File: src/rtl/fetch_unit.sv
// Instruction fetch stage: sequential imem requests, in-order prefetch FIFO,
// redirect flush with discard of in-flight responses.
module fetch_unit #(
    parameter logic [31:0] RESET_PC = 32'h0080_0000,
    parameter int          DEPTH    = 4
) (
    input  logic        clk,
    input  logic        reset_n,
    output logic        imem_req_valid,
    output logic [31:0] imem_req_addr,
    input  logic        imem_req_ready,
    input  logic        imem_rsp_valid,
    input  logic [31:0] imem_rsp_data,
    output logic        if_valid,
    output logic [31:0] if_instr,
    output logic [31:0] if_pc,
    input  logic        if_ready,
    input  logic        redirect_valid,
    input  logic [31:0] redirect_pc
);

    localparam int AW = $clog2(DEPTH);
    localparam int CW = AW + 1;
    localparam logic [CW:0] LIMIT = (CW + 1)'(DEPTH);

    logic [31:0]   fetch_pc;
    logic [31:0]   buf_pc    [DEPTH];
    logic [31:0]   buf_instr [DEPTH];
    logic [31:0]   pcq       [DEPTH];
    logic [AW-1:0] head;
    logic [AW-1:0] tail;
    logic [AW-1:0] q_head;
    logic [AW-1:0] q_tail;
    logic [CW-1:0] count;
    logic [CW-1:0] outstanding;
    logic [CW-1:0] discard;

    logic [CW:0]   credit;
    logic [CW-1:0] outstanding_next;
    logic          req_fire;
    logic          push;
    logic          pop;

    // Buffered plus in-flight never exceeds DEPTH, so a response always has room.
    assign credit         = {1'b0, count} + {1'b0, outstanding};
    assign imem_req_valid = reset_n && (credit < LIMIT);
    assign imem_req_addr  = fetch_pc;
    assign req_fire       = imem_req_valid && imem_req_ready;

    assign outstanding_next = outstanding + CW'(req_fire) - CW'(imem_rsp_valid);

    assign push = imem_rsp_valid && (discard == '0) && !redirect_valid;
    assign pop  = if_valid && if_ready;

    assign if_valid = (count != '0);
    assign if_instr = if_valid ? buf_instr[head] : 32'h0;
    assign if_pc    = if_valid ? buf_pc[head]    : 32'h0;

    always_ff @(posedge clk) begin
        if (!reset_n) begin
            fetch_pc    <= RESET_PC;
            head        <= '0;
            tail        <= '0;
            q_head      <= '0;
            q_tail      <= '0;
            count       <= '0;
            outstanding <= '0;
            discard     <= '0;
        end else begin
            outstanding <= outstanding_next;
            if (req_fire) begin
                pcq[q_tail] <= fetch_pc;
                q_tail      <= q_tail + 1'b1;
            end
            if (imem_rsp_valid) begin
                q_head <= q_head + 1'b1;
            end
            if (redirect_valid) begin
                // Every request still in flight after this edge is stale.
                fetch_pc <= {redirect_pc[31:2], 2'b00};
                head     <= '0;
                tail     <= '0;
                count    <= '0;
                discard  <= outstanding_next;
            end else begin
                if (req_fire) begin
                    fetch_pc <= fetch_pc + 32'd4;
                end
                if (imem_rsp_valid && (discard != '0)) begin
                    discard <= discard - 1'b1;
                end
                if (push) begin
                    buf_pc[tail]    <= pcq[q_head];
                    buf_instr[tail] <= imem_rsp_data;
                    tail            <= tail + 1'b1;
                end
                if (pop) begin
                    head <= head + 1'b1;
                end
                count <= count + CW'(push) - CW'(pop);
            end
        end
    end

endmodule

File: config.mk
export PLATFORM = sky130hd
export DESIGN_NAME = fetch_unit
export DESIGN_NICKNAME = d
export VERILOG_FILES = /design/src/rtl/fetch_unit.sv
export SDC_FILE = /design/constraint.sdc
export NUM_CORES = 1
export LEC_CHECK = 0
export ABC_AREA = 1
export ABC_CLOCK_PERIOD_IN_PS = 5500
export CAP_MARGIN = 0
export CORE_AREA = 2 2 211 213
export DETAILED_ROUTE_END_ITERATION = 12
export DIE_AREA = 0 0 213 215
export GPL_TIMING_DRIVEN = 0
export HOLD_SLACK_MARGIN = 0.06
export PLACE_DENSITY_LB_ADDON = 0.2
export SYNTH_ARGS = -nofsm -noshare
export SYNTH_HDL_FRONTEND = slang
export SYNTH_SLANG_ARGS = --single-unit
File: constraint.sdc
create_clock -name clk -period 5.5 [get_ports clk]
set_input_delay 1.375 -clock clk [delete_from_list [all_inputs] [get_ports clk]]
set_output_delay 1.375 -clock clk [all_outputs]
set_load 0.1 [all_outputs]
# Yosys cells after proc, flatten, opt, wreduce, memory -nomap -nowiden
# Memory sizes are Yosys's and may differ from the RTL's. A register that Yosys moved wholly into a read port is not among the register bits.
# Index checks and enable logic that the tools add are counted.
# op_classes
reduce_logical	13
addsub	11
mux	19
bitwise_logic	1
magnitude_cmp	1
# ops
op	n
two-way mux 32 bit	4
adder 32 x 3 -> 32 bit, second input constant	1
two-way mux 2 bit	6
adder 2 x 1 -> 2 bit, second input constant	4
two-way mux 1 bit	7
adder 3 x 1 -> 3 bit	2
logical AND 1 bit	6
two-way mux 3 bit	2
nonzero test 3 bit	2
subtractor 3 x 1 -> 3 bit	2
adder 3 x 3 -> 4 bit	1
< comparator 4 x 3 -> 1 bit, second input constant	1
nonzero test 2 bit	2
zero test 3 bit	1
subtractor 3 x 1 -> 3 bit, second input constant	1
OR reduction 2 bit	1
zero test 1 bit	1
inverter 1 bit	1
# word_totals
word_cells	57
mem_count	3
out_inout_bits	98
inputBits	70
ram_bits	384
ff_bits	49
# memory_table
name	depth	word_bits	read_ports	rd_clocked_by_memory_dff	wr	line	rtl
buf_instr	4	32	1	1	1	28	logic [31:0] buf_instr [DEPTH];
buf_pc	4	32	1	1	1	27	logic [31:0] buf_pc [DEPTH];
pcq	4	32	1	1	1	29	logic [31:0] pcq [DEPTH];

# Logic depth before layout (Yosys ltp)
# Gate-level depths: netlist of run 1.
# depth
word_depth	7
ltp_mapped	15
ltp_nobuf	14

# Worst setup path before layout of run 1
# OpenSTA, ideal clock, no wires.
# synth_timing
path_type	input port to flip-flop
startpoint	input port redirect_valid
endpoint	memory buf_instr[0][0] (enable)
setup_ps	482
t_required_ps	5018
n_path_buf	1
setup_slack_ps	541
arrival_time_ps	4477
path_stages	4
cell_sequence	clkbuf_1 -> nor2_1 -> nand2_1 -> nor2_1
# synth_between
elab_chain_len	6
# synth_rtl
item	line	rtl
from (decl)	18	input logic redirect_valid,
zero test 1 bit	52	assign push = imem_rsp_valid && (discard == '0) && !redirect_valid;
logical AND 1 bit	52	
two-way mux 1 bit	92	if (push) begin
two-way mux 1 bit (*)	78	if (redirect_valid) begin
two-way mux 1 bit (*)	60	if (!reset_n) begin
two-way mux 1 bit (implied by the code) (*)	94	buf_instr[tail] <= imem_rsp_data;
to (decl)	28	
# Every way passes the cells marked *; elsewhere a longest branch is shown, timed or not.

==> results of run 1 <==
## cell type report
| cell class | count | area (um2) | area share (%) |
|---|---|---|---|
| tap | 592 | 741 | 3.47 |
| sequential | 419 | 12100 | 56.6 |
| multi-input combinational | 947 | 4530 | 21.2 |
| timing repair buffer | 172 | 1860 | 8.74 |
| inverter | 76 | 285 | 1.34 |
| buffer | 82 | 367 | 1.72 |
| clock inverter | 19 | 204 | 0.956 |
| clock buffer | 64 | 1280 | 6.00 |
## layer usage
layer	GRT usage (%)	up-vias	part of all wire (%)
li1	-	5738	-
met1	26.3	5534	45
met2	31.3	352	47
met3	2.79	69	5.1
met4	6.25	0	2.6
met5	0	-	0
## synthesized netlist by cell type, drive strengths merged
cell type	instances
nor2	380
edfxtp	368
o21ai	212
nand2	140
a21oi	98
inv	75
clkbuf	58
dfxtp	51
o22ai	30
nand3	27
buf	24
ha	17
xor2	12
xnor2	7
a31oi	5
nor3	3
o21bai	3
fa	2
nand4	2
a21o	1
a221oi	1
a22oi	1
and2	1
clkinv	1
conb	1
o21a	1
## worst max path at each step
stage	from	depth (start not counted)	to
3_5_place_dp	reset_n	5	imem_req_valid
3_3_place_gp	reset_n	5	buf_instr[3][22]$_DFFE_PP_
4_1_cts	flop	7	if_pc[15]
5_1_grt	flop	7	if_pc[20]
6_report	flop	7	if_pc[15]
2_1_floorplan	redirect_valid	4	buf_instr[0][0]$_DFFE_PP_
## report_power, final
| group | internal [mW] | total (mW) | switching (mW) |
|---|---|---|---|
| clock network | 1.81 | 3.01 | 1.20 |
| logic | 0.295 | 1.17 | 0.877 |
| registers | 3.61 | 3.69 | 0.0801 |
| total | 5.71 | 7.87 | 2.16 |
## flip-flops by register name, indices dropped and copies added, names as in the netlist, named ones only
register       cells
buf_instr        128
imem_req_addr     30
head               2
q_head             2
outstanding        3
tail               2
q_tail             2
discard            3
buf_pc           120
count              3
pcq              120
## stage by stage
stage	power [mW]	util (%)	area [um2]	hold WS [ns]	setup slack [ns]
after floorplan	4.54	-	17200	0.436	0.541
after global placement	4.90	44.8	19500	0.454	-3.10
after detailed placement	4.93	45.5	19900	0.457	0.469
after CTS	7.93	48.9	21300	0.473	0.360
after global routing	8.15	48.9	21300	0.500	0.280
final	7.87	48.9	21300	0.474	0.444
## tightest hold or removal path, cell delays in order (launching register included)
cell     delay [ns]
dfxtp_1        0.30
inv_1          0.06
a21oi_1        0.07
## cells by family (layout without fill, tap and decap cells)
| logic type | Yosys count | count (layout) | share of synthesized area (%) |
|---|---|---|---|
| other cells | 1 | 4 | 0.0218 |
| xor+xnor | 19 | 19 | 0.969 |
| fa+ha+maj | 19 | 19 | 1.47 |
| compound gates | 352 | 352 | 10.7 |
| buf+inv | 158 | 413 | 3.79 |
| simple gates | 553 | 553 | 12.8 |
| flops | 419 | 419 | 70.3 |
==> reports/summary.txt, run 1 <==
Crit-path max FO -> 10
Final setup violation count -> 0
Crit path required time -> 4.12 ns
Area Growth Syn to Fin -> 24.2%
Initial Util -> 39.4%
Max Cap Viol -> 0
Total CTS buffers -> 45
Die Width -> 213 um
Core Region -> 43,600 um2
Per-cell routed wire length -> 18.6 um
Sequential share of the synthesized area -> 70.3%
Post-DP HPWL -> 29,000 um
Setup bufs post-CTS -> 0
Placed Cells -> 2,288
Status -> finished, final reports clean
First-pass detailed-route iteration total -> 5
Top-level I/O count -> 168
Worst EP arrival -> 3.68 ns
Most frequent cells in the layout -> edfxtp_1, nor2_1, o21ai_0
Vias per cell -> 4.93
Final Max Slew Viols -> 0
Tmin final -> 5.06 ns
Slowest cell on the critical path -> clkdlybuf4s50_1
Drc violations -> 0
RePlAce Congestion -> 0.934
Pwr/cell area -> 369 nW/um2
Final std cells w/o fill -> 2,371
Worst VDD drop -> 0.231 mV
Clock buffer depth -> 3
Routed Antenna Nets -> 0
First-pass GRT wire length -> 66,500 um
Cells resized by post-CTS repair -> 0
Clk_skew -> 0.0153 ns
Fmax -> 0.198 GHz
Slew margin rel. -> 17.9%
Root Driver -> clkbuf_16
Final period utilization -> 91.9%
Synthesized instance count -> 1,521
CP most frequent cell -> buf_2
Clock-pin slew on the worst setup and hold paths -> 0.05 ns
Pleak -> 7.28 nW
Synth Area per Inst -> 11.3 um2
Buf/Inv on CP -> 5
R2r setup slk -> 2.41 ns
Vias in the first global route -> 11,500
Area leader, netlist -> edfxtp_1
Layout filler cell count -> 3,969
Flops & latches, synth -> 419
Crit-path cells -> buf_2 > inv_2 > buf_2 > clkbuf_1 > o21ai_0 > a21oi_1 > clkdlybuf4s50_1
Distinct cells, synth -> 39
Wirelength, routed -> 44,100 um
Worst setup SP type -> flop
Final Hold Viols -> 0
Num Clock Sinks -> 419
Worst setup EP type -> primary output
CTS tree -> built
Die height -> 215 um
Core Rows -> 77
NumNets Final -> 1,832
DIE AREA -> 45,800 um2
Crit path kind -> flop to primary output
Vias -> 11,700
Hold Path Cell Cnt -> 2
Worst r2r src -> count[1]$_SDFF_PP0_
CP max stage delay -> 1.18 ns
Type of the most critical hold path -> flop to flop
Worst slew pin tran -> 1.22 ns
Hold path start -> head[1]$_SDFFE_PP0P_
All-Layer GR Usage -> 19.2%
RSZ-0062 raised after global routing -> no
Cells on worst reg2reg path -> 9
FF-to-FF End -> count[2]$_SDFF_PP0_
Share of the synthesized area in the top cell type -> 64.3%
GR Overflow Total -> 0
H-Tree Depth -> 2
Share of layout cells above drive strength 1 -> 6.86%
Number of diodes -> 0
Setup TNS -> 0 ns
Largest net degree at the start of global routing -> 28
Skew-Pair Late Insertion Delay -> 0.56 ns
Initial antenna violation count -> 0
Synth warn -> 0
Post-Syn Area -> 17,200 um2
Hold buffer count at cts -> 0
Dominant cells by area after synthesis -> edfxtp_1, nor2_1, o21ai_0, dfxtp_1, nand2_1
Port-buffer cells -> 160
Cell family with most CP delay -> buffers and inverters
Most common cell after layout, fill and taps aside -> edfxtp_1
Iteration-0 DRC count of the detailed router -> 826
Note: power is estimated with default switching activity, not from simulation.
==> run 2: changes to the inputs <==
--- a/config.mk
+++ b/config.mk
@@ -14,6 +14,7 @@
 export GPL_TIMING_DRIVEN = 0
 export HOLD_SLACK_MARGIN = 0.06
 export PLACE_DENSITY_LB_ADDON = 0.2
+export SLEW_MARGIN = 15
 export SYNTH_ARGS = -nofsm -noshare
 export SYNTH_HDL_FRONTEND = slang
 export SYNTH_SLANG_ARGS = --single-unit
==> reports/summary.txt, run 2 (same netlist as run 1, synthesis figures left out) <==
CP most frequent cell -> buf_2
Max reg flops -> 128
First-pass detailed-route iteration total -> 5
Setup TNS -> 0 ns
Pwr/cell area -> 363 nW/um2
Final period utilization -> 92.2%
Largest net degree at the start of global routing -> 24
Max Cap Viol -> 0
CP max stage delay -> 1.19 ns
Worst slew pin tran -> 1.07 ns
Worst setup margin -> 0.429 ns
Die height -> 215 um
Worst EP arrival -> 3.70 ns
Slew margin rel. -> 28.7%
Final setup violation count -> 0
Fmax -> 0.197 GHz
Total CTS buffers -> 45
Combinational power share -> 15.2%
Top-level I/O count -> 168
Final Max Slew Viols -> 0
DIE AREA -> 45,800 um2
Largest Register -> buf_instr
Sw Share -> 28.1%
H-Tree Depth -> 2
Crit path required time -> 4.12 ns
Most frequent cells in the layout -> edfxtp_1, nor2_1, o21ai_0
Sequential power share -> 47.5%
Num Clock Sinks -> 419
Pleak -> 7.31 nW
RSZ-0062 raised after global routing -> no
Total net switching power -> 2.18 mW
Post-DP HPWL -> 29,400 um
NumNets Final -> 1,835
All-Layer GR Usage -> 19.3%
Pre-CTS setup slack -> 0.460 ns
FF/Latch Area -> 12,100 um2
First-pass GRT wire length -> 67,100 um
Clock-pin slew on the worst setup and hold paths -> 0.06 ns
Die Width -> 213 um
Clock buffer depth -> 3
Crit-path max FO -> 10
Footprint of the multi-input gates -> 4530 um2
Drc violations -> 0
Initial Util -> 39.4%
Share of layout cells above drive strength 1 -> 7.13%
Tmin final -> 5.07 ns
Type of the most critical hold path -> flop to flop
Root Driver -> clkbuf_16
Core Region -> 43,600 um2
Port-buffer cells -> 160
Crit path kind -> flop to primary output
RePlAce Congestion -> 0.934
Layout filler cell count -> 3,972
Iteration-0 DRC count of the detailed router -> 824
Final Hold Viols -> 0
Number of diodes -> 0
Most common cell after layout, fill and taps aside -> edfxtp_1
Largest regs -> buf_instr: 128 flops, buf_pc: 120 flops, pcq: 120 flops
Worst setup SP type -> flop
Worst setup EP type -> primary output
Vias per cell -> 4.91
Per-cell routed wire length -> 18.6 um
Cells resized by post-CTS repair -> 0
Core Rows -> 77
Status -> finished, final reports clean
Wirelength, routed -> 44,000 um
Overall Power -> 7.76 mW
Vias in the first global route -> 11,500
Area Growth Syn to Fin -> 24.4%
Clock power share -> 37.4%
Setup bufs post-CTS -> 0
GR Overflow Total -> 0
Worst VDD drop -> 0.198 mV
Cell Int Power -> 5.58 mW
Slowest cell on the critical path -> clkdlybuf4s50_1
Initial antenna violation count -> 0
Crit-path cells -> buf_2 > inv_2 > buf_2 > clkbuf_1 > o21ai_0 > a21oi_1 > clkdlybuf4s50_1
Clk_skew -> 0.0186 ns
Vias -> 11,700
Skew-Pair Late Insertion Delay -> 0.57 ns
Hold buffer count at cts -> 0
Routed Antenna Nets -> 0
CTS tree -> built
run 2: cell count changes in the layout (fill, tap and decap cells not counted), sizes merged:
cell      previous run  this run
buf                 36        39
bufinv               4         2
clkbuf             122       117
clkinv              11        17
clkinvlp             3         0
inv                 77        79
run 2: final timing paths:
kind / startpoint / to / slack (ns) / cells past startpoint
setup / recovery: flop / if_pc[15] / 0.43 / 7
hold / removal: head[0]$_SDFFE_PP0P_ / head[0]$_SDFFE_PP0P_ / 0.48 / 1
setup reg to reg: discard[0]$_SDFFE_PN0P_ / buf_instr[2][25]$_DFFE_PP_ / 2.65 / 8
hold reg to reg: head[0]$_SDFFE_PP0P_ / head[0]$_SDFFE_PP0P_ / 0.48 / 1
run 2: layer usage:
layer	part of all wire [%]	vias to the layer above	global-route usage, %
met5	0	-	0
met4	2.5	0	5.55
met3	4.9	73	3.40
met2	47	325	31.3
met1	46	5529	26.6
li1	-	5729	-
run 2: area by class of cell:
cell class / instances / share of cell area, %
plain buffers: 82 / 1.72
multi-input cells: 947 / 21.2
flip-flops and latches: 419 / 56.5
repair buffers: 175 / 9.18
clock inverters: 22 / 0.820
clock buffers: 59 / 5.76
inverters: 76 / 1.34
well taps: 592 / 3.47
run 2: worst max-delay path: cells and delay by family, from the launching register on:
| family | cells | cell delay, ns |
|---|---|---|
| flip-flops | 1 | 0.30 |
| buffers and inverters | 5 | 2.38 |
| AO/OA/AOI/OAI | 2 | 0.43 |
run 2: power groups by stage:
stage	Combinational, mW	Sequential, mW	Clock, mW
floorplan	0.699	3.84	0
detailed placement	1.18	3.75	0
global placement	1.14	3.76	0
CTS	1.19	3.69	2.96
global route	1.26	3.70	3.10
finish	1.18	3.69	2.90
run 2: through the flow:
step,instances,area [um2],hold slack (ns),utilization (%)
CTS,2372,21400,0.481,48.9
global placement,2276,19500,0.454,44.8
finish,2372,21400,0.479,49.0
detailed placement,2291,20000,0.466,45.7
floorplan,1524,17200,0.436,-
global route,2372,21400,0.501,49.0
==> run 3: changes to the inputs <==
--- a/config.mk
+++ b/config.mk
@@ -6,7 +6,6 @@
 export NUM_CORES = 1
 export LEC_CHECK = 0
 export ABC_AREA = 1
-export ABC_CLOCK_PERIOD_IN_PS = 5500
 export CAP_MARGIN = 0
 export CORE_AREA = 2 2 211 213
 export DETAILED_ROUTE_END_ITERATION = 12
==> results of run 3 <==
No change in the layout: final DEF, timing and power equal those of run 2.
